`src/rtl/bcd_seq.sv`:
```
// Sequential binary-to-BCD converter (shift-add-3), one input bit per clock,
// with optional two's-complement input, overflow flag and significant-digit count.
module bcd_seq #(
   parameter int WIDTH  = 16,
   parameter int DIGITS = 5,
   parameter int SIGNED = 0
) (
   input  logic                               clk,
   input  logic                               rst_n,
   input  logic [WIDTH-1:0]                   din,
   input  logic                               in_valid,
   output logic                               in_ready,
   output logic [4*DIGITS-1:0]                dout,
   output logic                               neg,
   output logic                               ovf,
   output logic [$clog2(DIGITS+1)-1:0]        nsig,
   output logic                               out_valid,
   input  logic                               out_ready,
   output logic [1:0]                         dbg_state
);

   localparam int NW = $clog2(DIGITS+1);
   localparam int CW = $clog2(WIDTH+1);

   typedef enum logic [1:0] {S_IDLE = 2'd0, S_SHIFT = 2'd1, S_DONE = 2'd2} state_t;

   // Handshakes: a transfer happens on a rising edge where valid && ready are both high;
   // in_ready is high only in IDLE, out_valid only in DONE, and out_valid holds until taken.

   state_t              r_state;
   logic [WIDTH-1:0]    r_bin;
   logic [4*DIGITS-1:0] r_bcd;
   logic [CW-1:0]       r_cnt;
   logic                r_ovf_s;
   logic                r_neg_s;
   logic [4*DIGITS-1:0] r_dout;
   logic                r_neg;
   logic                r_ovf;
   logic [NW-1:0]       r_nsig;

   logic                w_is_neg;
   logic [WIDTH-1:0]    w_mag;
   logic [4*DIGITS-1:0] w_adj;
   logic [4*DIGITS-1:0] w_bcd_nxt;
   logic                w_carry;
   logic                w_last;
   logic [NW-1:0]       w_nsig;

   assign w_is_neg = (SIGNED != 0) && din[WIDTH-1];
   assign w_mag    = w_is_neg ? (~din + WIDTH'(1)) : din;

   genvar g;
   generate
      for (g = 0; g < DIGITS; g++) begin : g_add3
         assign w_adj[4*g +: 4] = (r_bcd[4*g +: 4] >= 4'd5) ? (r_bcd[4*g +: 4] + 4'd3)
                                                             : r_bcd[4*g +: 4];
      end
   endgenerate

   // The bit leaving the top digit means the value no longer fits; it is dropped (mod 10^DIGITS).
   assign w_carry   = w_adj[4*DIGITS-1];
   assign w_bcd_nxt = {w_adj[4*DIGITS-2:0], r_bin[WIDTH-1]};
   assign w_last    = (r_cnt == CW'(WIDTH-1));

   always_comb begin
      w_nsig = NW'(1);
      for (int i = 1; i < DIGITS; i++) begin
         if (w_bcd_nxt[4*i +: 4] != 4'd0) w_nsig = NW'(i+1);
      end
   end

   always_ff @(posedge clk or negedge rst_n) begin
      if (!rst_n) begin
         r_state <= S_IDLE;
         r_bin   <= '0;
         r_bcd   <= '0;
         r_cnt   <= '0;
         r_ovf_s <= 1'b0;
         r_neg_s <= 1'b0;
         r_dout  <= '0;
         r_neg   <= 1'b0;
         r_ovf   <= 1'b0;
         r_nsig  <= '0;
      end else begin
         case (r_state)
            S_IDLE: begin
               if (in_valid) begin
                  r_bin   <= w_mag;
                  r_neg_s <= w_is_neg;
                  r_bcd   <= '0;
                  r_ovf_s <= 1'b0;
                  r_cnt   <= '0;
                  r_state <= S_SHIFT;
               end
            end
            S_SHIFT: begin
               r_bcd   <= w_bcd_nxt;
               r_bin   <= {r_bin[WIDTH-2:0], 1'b0};
               r_ovf_s <= r_ovf_s | w_carry;
               r_cnt   <= r_cnt + CW'(1);
               if (w_last) begin
                  r_dout  <= w_bcd_nxt;
                  r_neg   <= r_neg_s;
                  r_ovf   <= r_ovf_s | w_carry;
                  r_nsig  <= w_nsig;
                  r_state <= S_DONE;
               end
            end
            S_DONE: begin
               if (out_ready) r_state <= S_IDLE;
            end
            default: r_state <= S_IDLE;
         endcase
      end
   end

   assign in_ready  = (r_state == S_IDLE);
   assign out_valid = (r_state == S_DONE);
   assign dout      = r_dout;
   assign neg       = r_neg;
   assign ovf       = r_ovf;
   assign nsig      = r_nsig;
   assign dbg_state = r_state;

endmodule

```
`config.mk`:
```
export PLATFORM = sky130hd
export DESIGN_NAME = bcd_seq
export DESIGN_NICKNAME = d
export VERILOG_FILES = /design/src/rtl/bcd_seq.sv
export SDC_FILE = /design/constraint.sdc
export NUM_CORES = 1
export LEC_CHECK = 0
export CAP_MARGIN = 20
export CORE_ASPECT_RATIO = 2
export CORE_MARGIN = 2
export CORE_UTILIZATION = 49
export DETAILED_ROUTE_END_ITERATION = 8
export GPL_TIMING_DRIVEN = 1
export HOLD_SLACK_MARGIN = 0.15
export PLACE_DENSITY_LB_ADDON = 0.12
export SYNTH_ARGS = -nofsm -noshare
export SYNTH_HDL_FRONTEND = slang
export SYNTH_SLANG_ARGS = --single-unit
```
`constraint.sdc`:
```
create_clock -name clk -period 1.9 [get_ports clk]
set_input_delay 0.38 -clock clk [delete_from_list [all_inputs] [get_ports clk]]
set_output_delay 0.38 -clock clk [all_outputs]
set_load 0.03 [all_outputs]
```
==> run metrics, run 1 <==
Sequential Power Share=slightly above 30%; Final Non-Filler Cells=535; run status=complete, no violations; Worst EP required=approximately 1500 ps; clock group share of total power=18.1%; Ant. Diodes=0; PD cells=1863 nW/um^2; Site Rows=43; RSZ-0062 raised after global routing=false; CP endpoint kind=primary output; Worst Setup Slack, final=between 50 and 60 ps; crit-path max FO=6; Via density=5.445; hold depth=2; clock sink count=slightly below 70; max-capacitance violation count=0; post-synth net total=around 400; crit path buf inv count=1; wire length of the first global-routing pass=~14,000 um; final hold violation count=0; Setup Skew=between 6 and 7 ps; worst hold path class=flip-flop to flip-flop; Die Span Y=approximately 120 um; initial antenna violation count=0; core area=~6900 um^2; worst-skew pair later-pin latency=approximately 330 ps; cell leakage power=between 1.5 and 2 nW; Power Total=8.426 mW; Max Buffers Root-to-Sink=2; Final ANT Viol Nets=0; vias in the first global route=about 3,000; Port Buf Inserts=between 40 and 50; Fillers=~630; sequential fraction of the synthesis area=approximately half; Sw Share=40.71%; post-placement cell count=approximately 500; CTS clock-pin slew for the worst setup and hold paths=~50 ps; CP max stage delay=around 700 ps; Final Cycle Share=a little over nine tenths; area grow syn2layout=30.94%; Wirelength per Cell=14.75 um; clk root buf=clkbuf_16; Crit Path Class=flip-flop to primary output; R2R Path End=nsig[1]$_DFFE_PN0P_; GR Util All Layers=between 20 and 25%; Final GP Congestion=0.8585; via count=2,913; worst r2r path cells=6; io pins=between 40 and 50; DRC=0; Synth cell types=43; Die ar.=a little under 8000 um^2; maximum clock rate=540.7 MHz; crit start category=flip-flop; fin crit period=~1800 ps; overflow left after global routing=0; P_sw=3.430 mW; Worst Path Arrival=about 1500 ps; IR drop worst, VDD=around 1200 uV; Layout Nets=between 400 and 500; cells after synthesis=~370; H-tree depth=3; hold path start=dout[5]$_DFFE_PN0P_; CP cell instances=clkdlybuf4s50_1; drt first-iter violations=106; dpl ws=about 13 ps; R2R setup slack=approximately 70 ps; Sum Neg Setup Slack=0 ps; end of the worst hold path=dout[5]$_DFFE_PN0P_; largest net degree at the start of global routing=28; Worst R2R Start=r_bcd[16]$_DFFE_PN0P_; drt total wl=7889 um; die width=63.36 um; Slowest-stage cell, CP=clkdlybuf4s50_1; Hold WS=roughly 470 ps; share of cells above drive strength 1=15.28%; #FFs+latches synth=between 60 and 70; Mapped Avg Cell Area=9.308 um^2; pins over their slew limit=0; yosys warns=0; CP delay by family, top=buffers and inverters; dpl hpwl=between 5000 and 6000 um; mapped cell area=around 3500 um^2; Logic pwr share=50.9%; final setup fails=0; CTS Buf Count=9; Pre-antenna DRT Iters=4; CTS tree=built; P_int=approximately 5 mW; Initial Util=around half
## per-stage QoR
stage / instance area, um^2 / util (%)
after global routing: 4522 / 65.66
after CTS: 4452 / 64.64
after floorplan: 3453 / -
after detailed placement: 4173 / 60.59
final: 4522 / 65.66
after global placement: 4173 / 60.59
## placed cells by master (no fill, tap or decap), types with 2 or more instances in the layout
cell,synthesis,routed
a21o_1,2,2
a21oi_1,28,27
a21oi_2,2,3
a22o_1,3,3
a22oi_1,15,15
and3_1,3,3
buf_12,0,3
buf_4,1,31
clkbuf_1,16,2
clkbuf_16,0,9
clkbuf_8,0,2
clkdlybuf4s50_1,0,43
clkinv_2,0,2
dfrtp_1,68,68
ha_1,12,8
ha_2,0,3
inv_1,14,12
inv_2,0,2
mux2_2,5,5
mux2i_1,3,2
nand2_1,51,51
nand2b_1,7,7
nand3_1,5,5
nor2_1,5,5
nor2b_1,19,19
nor3_1,9,9
nor3b_1,8,7
nor3b_2,1,2
o21ai_0,67,67
xnor2_1,5,5
## what timing repair did
item                                    4_1_cts  5_1_grt
pin swaps                                     0        4
buffers inserted                              0        5
endpoints found under the setup margin        1        6
gates resized for setup                       1       10
hold endpoints to repair                     17        0
hold buffers                                  1        0
## layer usage
layer / vias up / wire (um) / global-route usage, %
met2: 53 / 4372 / 41.84
met5: - / 0 / 0
li1: 1430 / - / -
met4: 0 / 174 / 9.783
met1: 1415 / 3051 / 23.28
met3: 15 / 291 / 5.316
## kinds of logic (layout without fill, tap and decap cells)
logic type,count (synthesis),after routing,share of synthesized area (%)
compound gates,127,127,21.27
xor+xnor,5,5,1.268
fa+ha+maj,12,12,4.348
buf+inv,35,109,4.239
flops,68,68,49.28
mux,8,8,2.500
other cells,1,1,0.1086
simple gates,115,115,16.99
## how the worst max path moves through the flow
stage | start | to | cells after the start
global placement | r_bcd[4]$_DFFE_PN0P_ | nsig[1]$_DFFE_PN0P_ | 7
CTS | r_bcd[5]$_DFFE_PN0P_ | nsig[1]$_DFFE_PN0P_ | 7
global route | dbg_state[0]$_DFFE_PN0P_ | dbg_state[0] | 1
floorplan | r_bcd[4]$_DFFE_PN0P_ | nsig[1]$_DFFE_PN0P_ | 7
finish | dbg_state[0]$_DFFE_PN0P_ | dbg_state[0] | 1
detailed placement | r_bcd[5]$_DFFE_PN0P_ | nsig[1]$_DFFE_PN0P_ | 7
## power by group through the flow
stage	Clock [mW]	Sequential (mW)	Combinational [mW]
floorplan	0	2.97	2.20
global route	1.61	2.71	4.75
global placement	0	2.60	4.03
finish	1.52	2.62	4.28
CTS	1.55	2.61	4.14
detailed placement	0	2.62	4.13
## layout make-up
class	count	area (um^2)	area share, %
Sequential cell	68	1702	37.63
Multi-Input combinational cell	268	1638	36.22
Timing Repair Buffer	80	747.0	16.52
Clock buffer	13	260.3	5.755
Tap cell	90	112.6	2.490
Inverter	14	52.55	1.162
Clock inverter	2	10.01	0.2214
## sequential cells by signal, indices dropped and copies added, names as in the netlist
signal / count
dout: 20
r_bcd: 20
r_bin: 16
r_cnt: 5
nsig: 3
dbg_state: 2
ovf: 1
r_ovf_s: 1
## synthesized netlist by cell type, drive strengths merged
cell type  instances  area share [%]
and3b              1            0.25
o21bai             1            0.22
mux2i              3            0.87
a21o               2            0.43
conb               1            0.11
buf                5            0.98
a22o               3            0.76
or3                1            0.18
o2111ai            1            0.25
dfrtp             68              49
inv               14             1.5
and2               1            0.18
and2b              1            0.22
a32o               1            0.29
o221ai             1            0.25
a221oi             1            0.43
o21ai             69              10
mux2               5             1.6
and3               4            0.76
nor2b             19             3.4
xnor2              5             1.3
nor3b              9             2.1
o22ai              1            0.18
clkbuf            16             1.7
nand2             51             5.5
or3b               1            0.25
ha                12             4.3
a211oi             1            0.22
nand3              5            0.72
nand3b             1            0.22
a22oi             15             3.3
nor2               5            0.54
o211a              1            0.29
a21oi             30             4.6
nand2b             7             1.3
nor3               9             1.3
No activity file was read; power rests on OpenSTA's default activity.
==> run 2, diff against run 1 <==
--- a/config.mk
+++ b/config.mk
@@ -7,7 +7,6 @@
 export LEC_CHECK = 0
 export CAP_MARGIN = 20
 export CORE_ASPECT_RATIO = 2
-export CORE_MARGIN = 2
 export CORE_UTILIZATION = 49
 export DETAILED_ROUTE_END_ITERATION = 8
 export GPL_TIMING_DRIVEN = 1
==> run metrics, run 2 (synthesized netlist as in run 1, its figures left out) <==
hold path start=dout[5]$_DFFE_PN0P_; via count=2,891 (-0.76%); Slowest-stage cell, CP=clkdlybuf4s50_1; worst-skew pair later-pin latency=330 ps (about the same); Via density=5.434 (-0.20%); initial antenna violation count=0 (unchanged); Die Span Y=120.7 um (-1.6%); Ant. Diodes=0 (unchanged); worst hold path class=flip-flop to flip-flop; final hold violation count=0 (unchanged); clock sink count=68 (unchanged); hold depth=2 (unchanged); CP delay by family, top=buffers and inverters; CTS tree=built; drt total wl=8156 um (+3.4%); Worst Path Arrival=1480 ps (about the same); Final ANT Viol Nets=0 (unchanged); CP max stage delay=710 ps (about the same); Wirelength per Cell=15.33 um (+4.0%); IR drop worst, VDD=1105 uV (-7.6%); DRC=0 (unchanged); Max Buffers Root-to-Sink=2 (unchanged); GR Util All Layers=24.66% (+2.3 points); most frequent cells in the layout=o21ai_0 (67), dfrtp_1 (66), nand2_1 (51); dpl ws=-10.43 ps (-23.84 ps); final setup fails=0 (unchanged); clk root buf=clkbuf_16; Port Buf Inserts=47 (unchanged); Initial Util=50.15% (unchanged); Worst Setup Slack, final=44.55 ps (-6.027 ps); CP cell instances=clkdlybuf4s50_1; CP endpoint kind=primary output; Worst EP required=1520 ps (about the same); Worst R2R Start=r_bcd[16]$_DFFE_PN0P_; dpl hpwl=5535 um (-4.3%); largest net degree at the start of global routing=34 (+21%); crit path buf inv count=1 (unchanged); CTS Buf Count=9 (unchanged); Crit Path Class=flip-flop to primary output; Final Cycle Share=97.66% (+0.32 points); Site Rows=43 (unchanged); core area=6887 um^2 (unchanged); Die ar.=7407 um^2 (-4.7%); worst r2r path cells=6 (unchanged); share of cells above drive strength 1=15.84% (+0.56 points); vias in the first global route=2,834 (-4.6%); R2R setup slack=50 ps (-20 ps); CP Launch Point=dbg_state[0]$_DFFE_PN0P_; Layout Nets=469 (-0.85%); Final Non-Filler Cells=532 (-0.56%); Pre-antenna DRT Iters=4 (unchanged); wire length of the first global-routing pass=13,400 um (-1.0%); die width=61.36 um (-3.2%); end of the worst hold path=dout[5]$_DFFE_PN0P_; R2R Path End=nsig[1]$_DFFE_PN0P_; max-capacitance violation count=0 (unchanged); commonest non-fill, non-tap cell in the layout=o21ai_0; io pins=49 (unchanged); maximum clock rate=539.0 MHz (-0.32%); crit-path max FO=5 (-1); overflow left after global routing=0 (unchanged); PD cells=1929 nW/um^2 (+3.6%); run status=complete, no violations; drt first-iter violations=97 (-8.5%); area grow syn2layout=32.14%; Final GP Congestion=0.8398 (-2.2%); cell leakage power=1.983 nW (-0.18%); pins over their slew limit=0 (unchanged); post-placement cell count=511 (-0.58%); Setup Skew=9.009 ps (+2.703 ps); crit start category=flip-flop; CTS clock-pin slew for the worst setup and hold paths=60 ps (about the same); H-tree depth=3 (unchanged); fin crit period=1855 ps (+6.027 ps)
[run 2: changes by cell type in the layout (fill, tap and decap cells not counted), moves of 2 or more]
cell	previous run	this run
buf_4	31	28
bufinv_16	0	3
clkbuf_8	2	0
clkinv_2	2	0
dfrtp_1	68	66
dfrtp_2	0	2
[run 2: timing repair]
item,CTS,global route
hold buffers,1,0
endpoints found under the hold margin,17,0
pin swaps,1,4
setup endpoints to repair,2,8
resized for setup,2,15
setup buffers,0,4
[run 2: cell type report]
type / count / area (um^2)
multi-input cells: 268 / 1655
well taps: 90 / 112.6
repair buffers: 76 / 704.4
clock buffers: 12 / 236.5
fillers: 619 / 2323
flip-flops and latches: 68 / 1704
clock inverters: 4 / 97.59
inverters: 14 / 52.55
[run 2: layer usage]
layer  vias to the layer above  part of all wire (%)  track usage [%]
met4                         0                   2.6            11.39
met1                      1385                    40            28.83
met2                        62                    54            40.63
met3                        16                   3.2            6.524
li1                       1428                     -                -
met5                         -                     0                0
[run 2: worst register-to-register path, cell delays in order, from the launching register on]
cell and delay [ps]:
dfrtp_2 430, ha_1 200, nand2b_1 160, a21oi_2 180
mux2_2 380, o211a_4 160, a32o_1 220
[run 2: worst max-delay path by stage]
stage                                endpoint  slack [ps]  cells past startpoint
after floorplan           nsig[1]$_DFFE_PN0P_          50                      7
after global routing      nsig[0]$_DFFE_PN0P_         -10                      7
final                            dbg_state[0]          40                      1
after global placement    nsig[1]$_DFFE_PN0P_          80                      7
after CTS                 nsig[1]$_DFFE_PN0P_           3                      6
after detailed placement  nsig[1]$_DFFE_PN0P_         -10                      7
[run 2: report_power, final]
part	total [mW]	switching (mW)	internal [mW]	leakage, nW
Combinational	4.25	2.35	1.91	0.959
Clock	1.89	0.609	1.28	0.157
Sequential	2.66	0.560	2.10	0.867
Total	8.80	3.52	5.29	1.98
[run 2: through the flow]
stage               power (mW)  instance area (um^2)  setup TNS (ps)  utilization (%)  hold WS, ps
floorplan                5.163                  3453               0                -        84.41
global placement         6.546                  4138               0            60.08        356.1
detailed placement       6.674                  4138          -10.43            60.08        355.5
CTS                      8.623                  4481               0            65.06        481.7
global route             9.475                  4563          -16.77            66.26        514.5
finish                   8.804                  4563               0            66.26        473.9
